$ cat src/rtl/phase_sequencer.sv
// Four-phase multicycle control sequencer: fetch / reg read / execute-mem / write back.
// Optional performance counters are enabled with `define PHASE_SEQUENCER_PERF_EN.
module phase_sequencer #(
    parameter int MEM_TIMEOUT = 15
`ifdef PHASE_SEQUENCER_PERF_EN
  , parameter int CNT_W       = 32
`endif
) (
    input  logic             clk,
    input  logic             reset,
    input  logic             start,
    input  logic             halt,
    input  logic             mem_ready,
    input  logic             is_mem,
    input  logic             set_flags,
    input  logic             wb_en,
    input  logic             cond_pass,
    output logic [1:0]       phase,
    output logic             mem_req,
    output logic             ir_we,
    output logic             flags_we,
    output logic             reg_we,
    output logic             pc_we,
    output logic             busy,
    output logic             fault
`ifdef PHASE_SEQUENCER_PERF_EN
  , output logic [CNT_W-1:0] retired_cnt,
    output logic [CNT_W-1:0] stall_cnt,
    output logic [CNT_W-1:0] squash_cnt
`endif
);

    typedef enum logic [2:0] {
        S_IDLE, S_FETCH, S_REG, S_EXEC, S_WB, S_FAULT
    } state_t;

    localparam int               WC_W    = $clog2(MEM_TIMEOUT + 1);
    localparam logic [WC_W-1:0]  WC_LAST = WC_W'(MEM_TIMEOUT - 1);

    state_t          state_q, state_d;
    logic [WC_W-1:0] wait_q;
    logic            cond_q;
    logic            exec_first_q;
    logic            cond_eff;
    logic            exec_mem;
    logic            mem_wait;
    logic            timeout;

    // The condition is live from the flags unit only on the first EXEC cycle.
    assign cond_eff = exec_first_q ? cond_pass : cond_q;
    assign exec_mem = is_mem & cond_eff;
    assign mem_wait = mem_req & ~mem_ready;
    assign timeout  = mem_wait && (wait_q == WC_LAST);

    always_ff @(posedge clk) begin
        if (reset) begin
            state_q      <= S_IDLE;
            wait_q       <= '0;
            cond_q       <= 1'b0;
            exec_first_q <= 1'b0;
        end else begin
            state_q      <= state_d;
            exec_first_q <= (state_d == S_EXEC) && (state_q != S_EXEC);
            if (((state_d == S_FETCH) && (state_q != S_FETCH)) ||
                ((state_d == S_EXEC)  && (state_q != S_EXEC)))
                wait_q <= '0;
            else if (mem_wait)
                wait_q <= wait_q + 1'b1;
            if ((state_q == S_EXEC) && exec_first_q)
                cond_q <= cond_pass;
        end
    end

    always_comb begin
        state_d = state_q;
        case (state_q)
            S_IDLE:  if (start) state_d = S_FETCH;
            S_FETCH: begin
                if (mem_ready)    state_d = S_REG;
                else if (timeout) state_d = S_FAULT;
            end
            S_REG:   state_d = S_EXEC;
            S_EXEC: begin
                if (!exec_mem || mem_ready) state_d = S_WB;
                else if (timeout)           state_d = S_FAULT;
            end
            S_WB:    state_d = halt ? S_IDLE : S_FETCH;
            S_FAULT: state_d = S_FAULT;
            default: state_d = S_IDLE;
        endcase
    end

    // Strobes are suppressed during a reset cycle so an aborted instruction writes nothing.
    always_comb begin
        phase    = 2'b00;
        busy     = 1'b0;
        fault    = 1'b0;
        mem_req  = 1'b0;
        ir_we    = 1'b0;
        flags_we = 1'b0;
        reg_we   = 1'b0;
        pc_we    = 1'b0;
        case (state_q)
            S_FETCH: begin
                busy = 1'b1;
                if (!reset) begin
                    mem_req = 1'b1;
                    ir_we   = mem_ready;
                end
            end
            S_REG: begin
                phase = 2'b01;
                busy  = 1'b1;
            end
            S_EXEC: begin
                phase = 2'b10;
                busy  = 1'b1;
                if (!reset) begin
                    mem_req  = exec_mem;
                    flags_we = set_flags & cond_eff & (~exec_mem | mem_ready);
                end
            end
            S_WB: begin
                phase = 2'b11;
                busy  = 1'b1;
                if (!reset) begin
                    pc_we  = 1'b1;
                    reg_we = wb_en & cond_q;
                end
            end
            S_FAULT: fault = 1'b1;
            default: ;
        endcase
    end

`ifdef PHASE_SEQUENCER_PERF_EN
    always_ff @(posedge clk) begin
        if (reset) begin
            retired_cnt <= '0;
            stall_cnt   <= '0;
            squash_cnt  <= '0;
        end else begin
            if (state_q == S_WB)            retired_cnt <= retired_cnt + 1'b1;
            if (mem_wait)                   stall_cnt   <= stall_cnt + 1'b1;
            if (state_q == S_WB && !cond_q) squash_cnt  <= squash_cnt + 1'b1;
        end
    end
`endif

endmodule
$ cat config.mk
export PLATFORM = sky130hd
export DESIGN_NAME = phase_sequencer
export DESIGN_NICKNAME = d
export VERILOG_FILES = /design/src/rtl/phase_sequencer.sv
export SDC_FILE = /design/constraint.sdc
export NUM_CORES = 1
export LEC_CHECK = 0
export ABC_AREA = 0
export CORE_AREA = 2 2 41 43
export CTS_BUF_LIST = sky130_fd_sc_hd__clkbuf_2
export DETAILED_ROUTE_END_ITERATION = 12
export DIE_AREA = 0 0 43 45
export GPL_TIMING_DRIVEN = 0
export PLACE_DENSITY = 0.74
export RECOVER_POWER = 25
export SLEW_MARGIN = 20
export SYNTH_ARGS = -nofsm -noshare
export SYNTH_HDL_FRONTEND = slang
export SYNTH_SLANG_ARGS = --single-unit
$ cat constraint.sdc
create_clock -name clk -period 1.8 [get_ports clk]
set_clock_uncertainty 0.1 [all_clocks]
set_input_delay 0.18 -clock clk [delete_from_list [all_inputs] [get_ports clk]]
set_output_delay 0.18 -clock clk [all_outputs]
set_load 0.02 [all_outputs]
# ---- Word-level counts from Yosys, hierarchy flattened
# Index checks and enable logic that the tools add are counted.
dict set report op_classes {
  add_sub_neg 1
  eq_ne 10
  mux 20
  bitwise 8
  reduce_logical 10
}
# operator count
set op_table {}
lappend op_table {{$pmux W3 S6} 1}
lappend op_table {{$mux W1} 13}
lappend op_table {{$mux W3} 4}
lappend op_table {{$eq A3 B2 Y1 const B} 3}
lappend op_table {{$eq A3 B1 Y1 const B} 2}
lappend op_table {{$eq A3 B3 Y1 const B} 2}
lappend op_table {{$pmux W2 S3} 1}
lappend op_table {{$and A1 B1 Y1} 5}
lappend op_table {{$add A4 B1 Y4 const B} 1}
lappend op_table {{$eq A4 B4 Y1 const B} 1}
lappend op_table {{$logic_and A1 B1 Y1} 4}
lappend op_table {{$reduce_or A4 Y1} 1}
lappend op_table {{$logic_not A3 Y1} 1}
lappend op_table {{$ne A3 B1 Y1 const B} 1}
lappend op_table {{$ne A3 B2 Y1 const B} 1}
lappend op_table {{$logic_or A1 B1 Y1} 2}
lappend op_table {{$not A1 Y1} 2}
lappend op_table {{$pmux W1 S2} 1}
lappend op_table {{$reduce_or A2 Y1} 1}
lappend op_table {{$logic_not A1 Y1} 1}
lappend op_table {{$or A1 B1 Y1} 1}
dict set report totals {
  register_bits 9
  inputBits 9
  out_inout_bits 9
  word_cells 53
}

# ---- Depth between registers and ports, before layout
dict set report logic_depth {
  ltp_word 13
  depth_mapped 5
  ltp_nobuf 5
}

# ---- Worst setup path before layout
# No wires, ideal clock.
dict set report synth_path {
  kind {register to output}
  start {register state_q[2]}
  end {output port reg_we}
  arrival_ps 1620
  required_ps 1520
  path_slack_ps -100
  path_stages_with_launch 5
  path_buffers 1
  path_cell_list {dfxtp_1 -> buf_1 -> nand2_1 -> nor3_1 -> and3_1}
}
dict set report synth_between {
  elab_chain_len 2
}
# item line
set synth_rtl {}
lappend synth_rtl {{start: declaration} 40} ;# state_t state_q, state_d;
lappend synth_rtl {{start signal: assignment} 62} ;# state_q <= state_d;
lappend synth_rtl {{$eq A3 B3 Y1} 103} ;# case (state_q)
lappend synth_rtl {{$mux W1} 103}
lappend synth_rtl {{end: declaration} 22} ;# output logic reg_we,
# No other way between the ends.

# ---- Worst setup path after layout
dict set report layout_path {
  start {register state_q[2]}
  end {register wait_q[2]}
}
dict set report layout_between {
  elab_chain_len 11
  elab_cells_between_ends 22
  cone_classes {eq/ne (9); mux (6); bitwise (1); reduce/logical (6)}
}
# item line
set layout_rtl {}
lappend layout_rtl {{$eq A3 B2 Y1 / $eq A3 B1 Y1 (equally long branches)} {76, 103}}
lappend layout_rtl {{$pmux W1 S2} 103}
lappend layout_rtl {{$and A1 B1 Y1} 52} ;# assign mem_wait = mem_req & ~mem_ready;
lappend layout_rtl {{$logic_and A1 B1 Y1} 53} ;# assign timeout = mem_wait && (wait_q == WC_LAST);
lappend layout_rtl {{$mux W3} {80, 85}}
lappend layout_rtl {{$mux W3, on equally long branches} {84, 79}}
lappend layout_rtl {{$pmux W3 S6} 76} ;# case (state_q)
lappend layout_rtl {{$eq A3 B1 Y1 / $eq A3 B2 Y1 (equally long branches)} {64, 65}}
lappend layout_rtl {{$logic_and A1 B1 Y1, on equally long branches} {64, 65}}
lappend layout_rtl {{$logic_or A1 B1 Y1} 64} ;# if (((state_d == S_FETCH) && (state_q != S_FETCH)) ||
lappend layout_rtl {{$reduce_or A2 Y1 (no source line)} n/a}
lappend layout_rtl {{end signal: assignment} 68} ;# wait_q <= wait_q + 1'b1;
lappend layout_rtl {{end: declaration} 41} ;# logic [WC_W-1:0] wait_q;
# Several ways; a longest one is shown, not always the timed one.
# A chain may end at the register's enable or synchronous reset.

==> run summary <==
outcome: finished, final reports clean
final setup TNS: 0 ps
Root Buffer: clkbuf_2
Critical Path AT: 1830 ps
ant diodes: 0
total chip power: 0.000487 W
footprint of the multi-input gates: 419 µm²
vias in the first global route: 554
RePlAce Congestion: 0.772
Clock Sinks: 9
initial antenna violation count: 0
Final period util: 0.986
HP Class: input port to flip-flop
detail-routed via count per cell: 5.31
CTS Buf Count: 3
TritonRoute pass-1 iters: 4
Max Clock Freq: 563 MHz
worst relative slew slack: 0.751
peak fanout along the critical path: 6
area post-placement: 792 µm²
RR Startpoint: state_q[2]$_SDFF_PP0_
Synth warnings: 0
Pwr Density: 546 nW/µm²
Storage cell area: 186 µm²
Setup crit end kind: flip-flop
hold path endpoint: state_q[0]$_SDFF_PP0_
PortBufs: 17
Synth Register Bits: 9
number of fill cells: 144
Synth cell types: 32
worst reg-to-reg setup slack: 20 ps
drt wl/cell: 13.3 µm
final instance area: 893 µm²
Starting DRT DRC Count: 6
worst ir drop on vdd: 0.000277 V
Clock Latency Late Sink: 270 ps
Syn Inst Count: 74
CTS tree: yes
largest net degree at the start of global routing: 11
via count: 627
num rows: 14
GRT Util Overall: 0.177
Post-Syn Area per Cell: 8.07 µm²
Die Y: 45 µm
Worst EP required: 1850 ps
initial core utilization: 0.406
Hold Violations, Final: 0
RSZ-0062 raised after global routing: yes
r2r worst-path depth: 5
Setup-failing EPs final: 0
Max-cap violations: 0
Die ar.: 1940 µm²
start point of the worst hold path: reset
DRC viols: 0
Core ar.: 1470 µm²
max-slew violation count: 0
r2r endpoint: wait_q[2]$_SDFFE_PP0P_
Slew @ Worst Pin: 370 ps
global-route wire length before repair: 2.46 mm
global route overflow: 0
htree depth: 1
share of post-route cells with drive strength above 1: 0.343
Synth Cell Area: 597 µm²
startpoint types: flip-flop
Die Wd: 43 µm
CP Class: flip-flop to flip-flop
CP startpoint: state_q[2]$_SDFF_PP0_
Worst Hold Depth: 2
hold_buf cts: 0
Period minus WS final: 1780 ps
Mapped Nets: 85
post-layout util: 0.607
static leakage: 0.360 nW
Final nets: 114
hpwl dp: 965 µm
I/O pins: 18
clock buffer depth: 2
drt total wl: 1.57 mm
Clock Pin Slew Worst Setup and Hold Paths: 100 ps
area grow syn2layout: 49.7%
Final ANT Viol Nets: 0
Seq/Total Area, Yosys: 0.302
registers in the layout, indices dropped and copies added (netlist names):
signal and cells:
exec_first_q 1, cond_q 1, wait_q 4, state_q 3
worst max-delay path, cell delays in order, from the launching register on:
cell and delay, ps:
dfxtp_2 340, buf_6 110, or4b_4 560, a211oi_4 310, a21bo_2 190, a21oi_1 60
cell usage after synthesis, drive strengths merged:
master | instances | share of area
nand2b | 3 | 0.031
a311o | 1 | 0.017
a211o | 1 | 0.015
a221oi | 1 | 0.015
a21bo | 2 | 0.034
nor3 | 4 | 0.034
o21bai | 1 | 0.013
ha | 2 | 0.042
a21oi | 5 | 0.042
dfxtp | 9 | 0.30
nor3b | 1 | 0.013
o41ai | 1 | 0.015
mux2i | 2 | 0.034
nor2b | 1 | 0.010
a211oi | 2 | 0.046
or2b | 1 | 0.013
clkbuf | 1 | 0.0063
or3 | 1 | 0.010
or4b | 1 | 0.023
and3 | 2 | 0.021
nand3b | 2 | 0.025
a31oi | 1 | 0.010
o21ai | 2 | 0.017
inv | 4 | 0.025
nor2 | 10 | 0.063
buf | 2 | 0.025
nand3 | 3 | 0.025
nand4b | 1 | 0.015
xnor2 | 2 | 0.029
nand2 | 5 | 0.031
cells in the final DEF, fill, tap and decap left out, types with 2 or more instances in the layout:
cell type,count
buf_4,10
nor2_1,10
clkbuf_2,8
clkdlybuf4s50_1,7
dfxtp_1,6
nand2_1,5
a21oi_1,4
inv_1,3
nand2b_1,3
nand3_1,3
dlygate4sd2_1,3
o21ai_0,2
xnor2_1,2
nor3_2,2
and3_1,2
nor3_1,2
nand3b_1,2
a21bo_2,2
ha_1,2
dfxtp_2,2
per-layer routing:
| metal | vias up | wire length (µm) | track usage |
|---|---|---|---|
| met3 | 7 | 85 | 0.0360 |
| met1 | 283 | 621 | 0.208 |
| met4 | 0 | 52 | 0.133 |
| met5 | - | 0 | 0 |
| met2 | 18 | 814 | 0.285 |
| li1 | 319 | - | - |
area by class of cell:
cell class                 instances  share of cell area
sequential                         9               0.209
clock buffer                       4              0.0224
inverter                           4              0.0196
buffer                             2              0.0168
timing repair buffer              25               0.241
multi-input combinational         58               0.469
tap                               16              0.0224
kinds of logic after synthesis:
family / after synthesis / share of synthesized area
XOR/XNOR: 2 / 0.0294
multiplexers: 2 / 0.0335
adder cells (fa/ha/maj): 2 / 0.0419
buffers and inverters: 7 / 0.0566
AO/OA/AOI/OAI: 17 / 0.222
flip-flops: 9 / 0.302
AND/OR/NAND/NOR: 35 / 0.314
power breakdown:
part | internal [W] | total (W) | leakage [nW] | switching [W]
Clock | 0.0000589 | 0.000137 | 0.0166 | 0.0000778
Combinational | 0.0000679 | 0.000134 | 0.268 | 0.0000663
Sequential | 0.000206 | 0.000217 | 0.0745 | 0.0000106
Total | 0.000333 | 0.000487 | 0.360 | 0.000155
metrics by stage:
stage	std cells	hold WS (ps)	setup slack, ps
floorplan	74	152	60.4
global placement	107	399	-470
detailed placement	107	416	-479
CTS	115	295	-3.28
global route	118	341	-54.9
finish	118	309	24.7
repair_timing:
item / in CTS / in global routing
gates resized for setup: 33 / 18
hold endpoints to repair: 0 / 0
setup buffers: 4 / 4
pin swaps: 1 / 5
setup endpoints to repair: 15 / 11
gates cloned: 0 / 0
how the worst max path moves through the flow:
stage | endpoint | slack [ps] | depth (start not counted)
floorplan | ir_we | 60 | 3
global placement | ir_we | -470 | 4
detailed placement | ir_we | -480 | 4
CTS | flags_we | -3 | 4
global route | wait_q[1]$_SDFFE_PP0P_ | -50 | 5
finish | wait_q[2]$_SDFFE_PP0P_ | 20 | 5
Note: power is estimated with default switching activity, not from simulation.
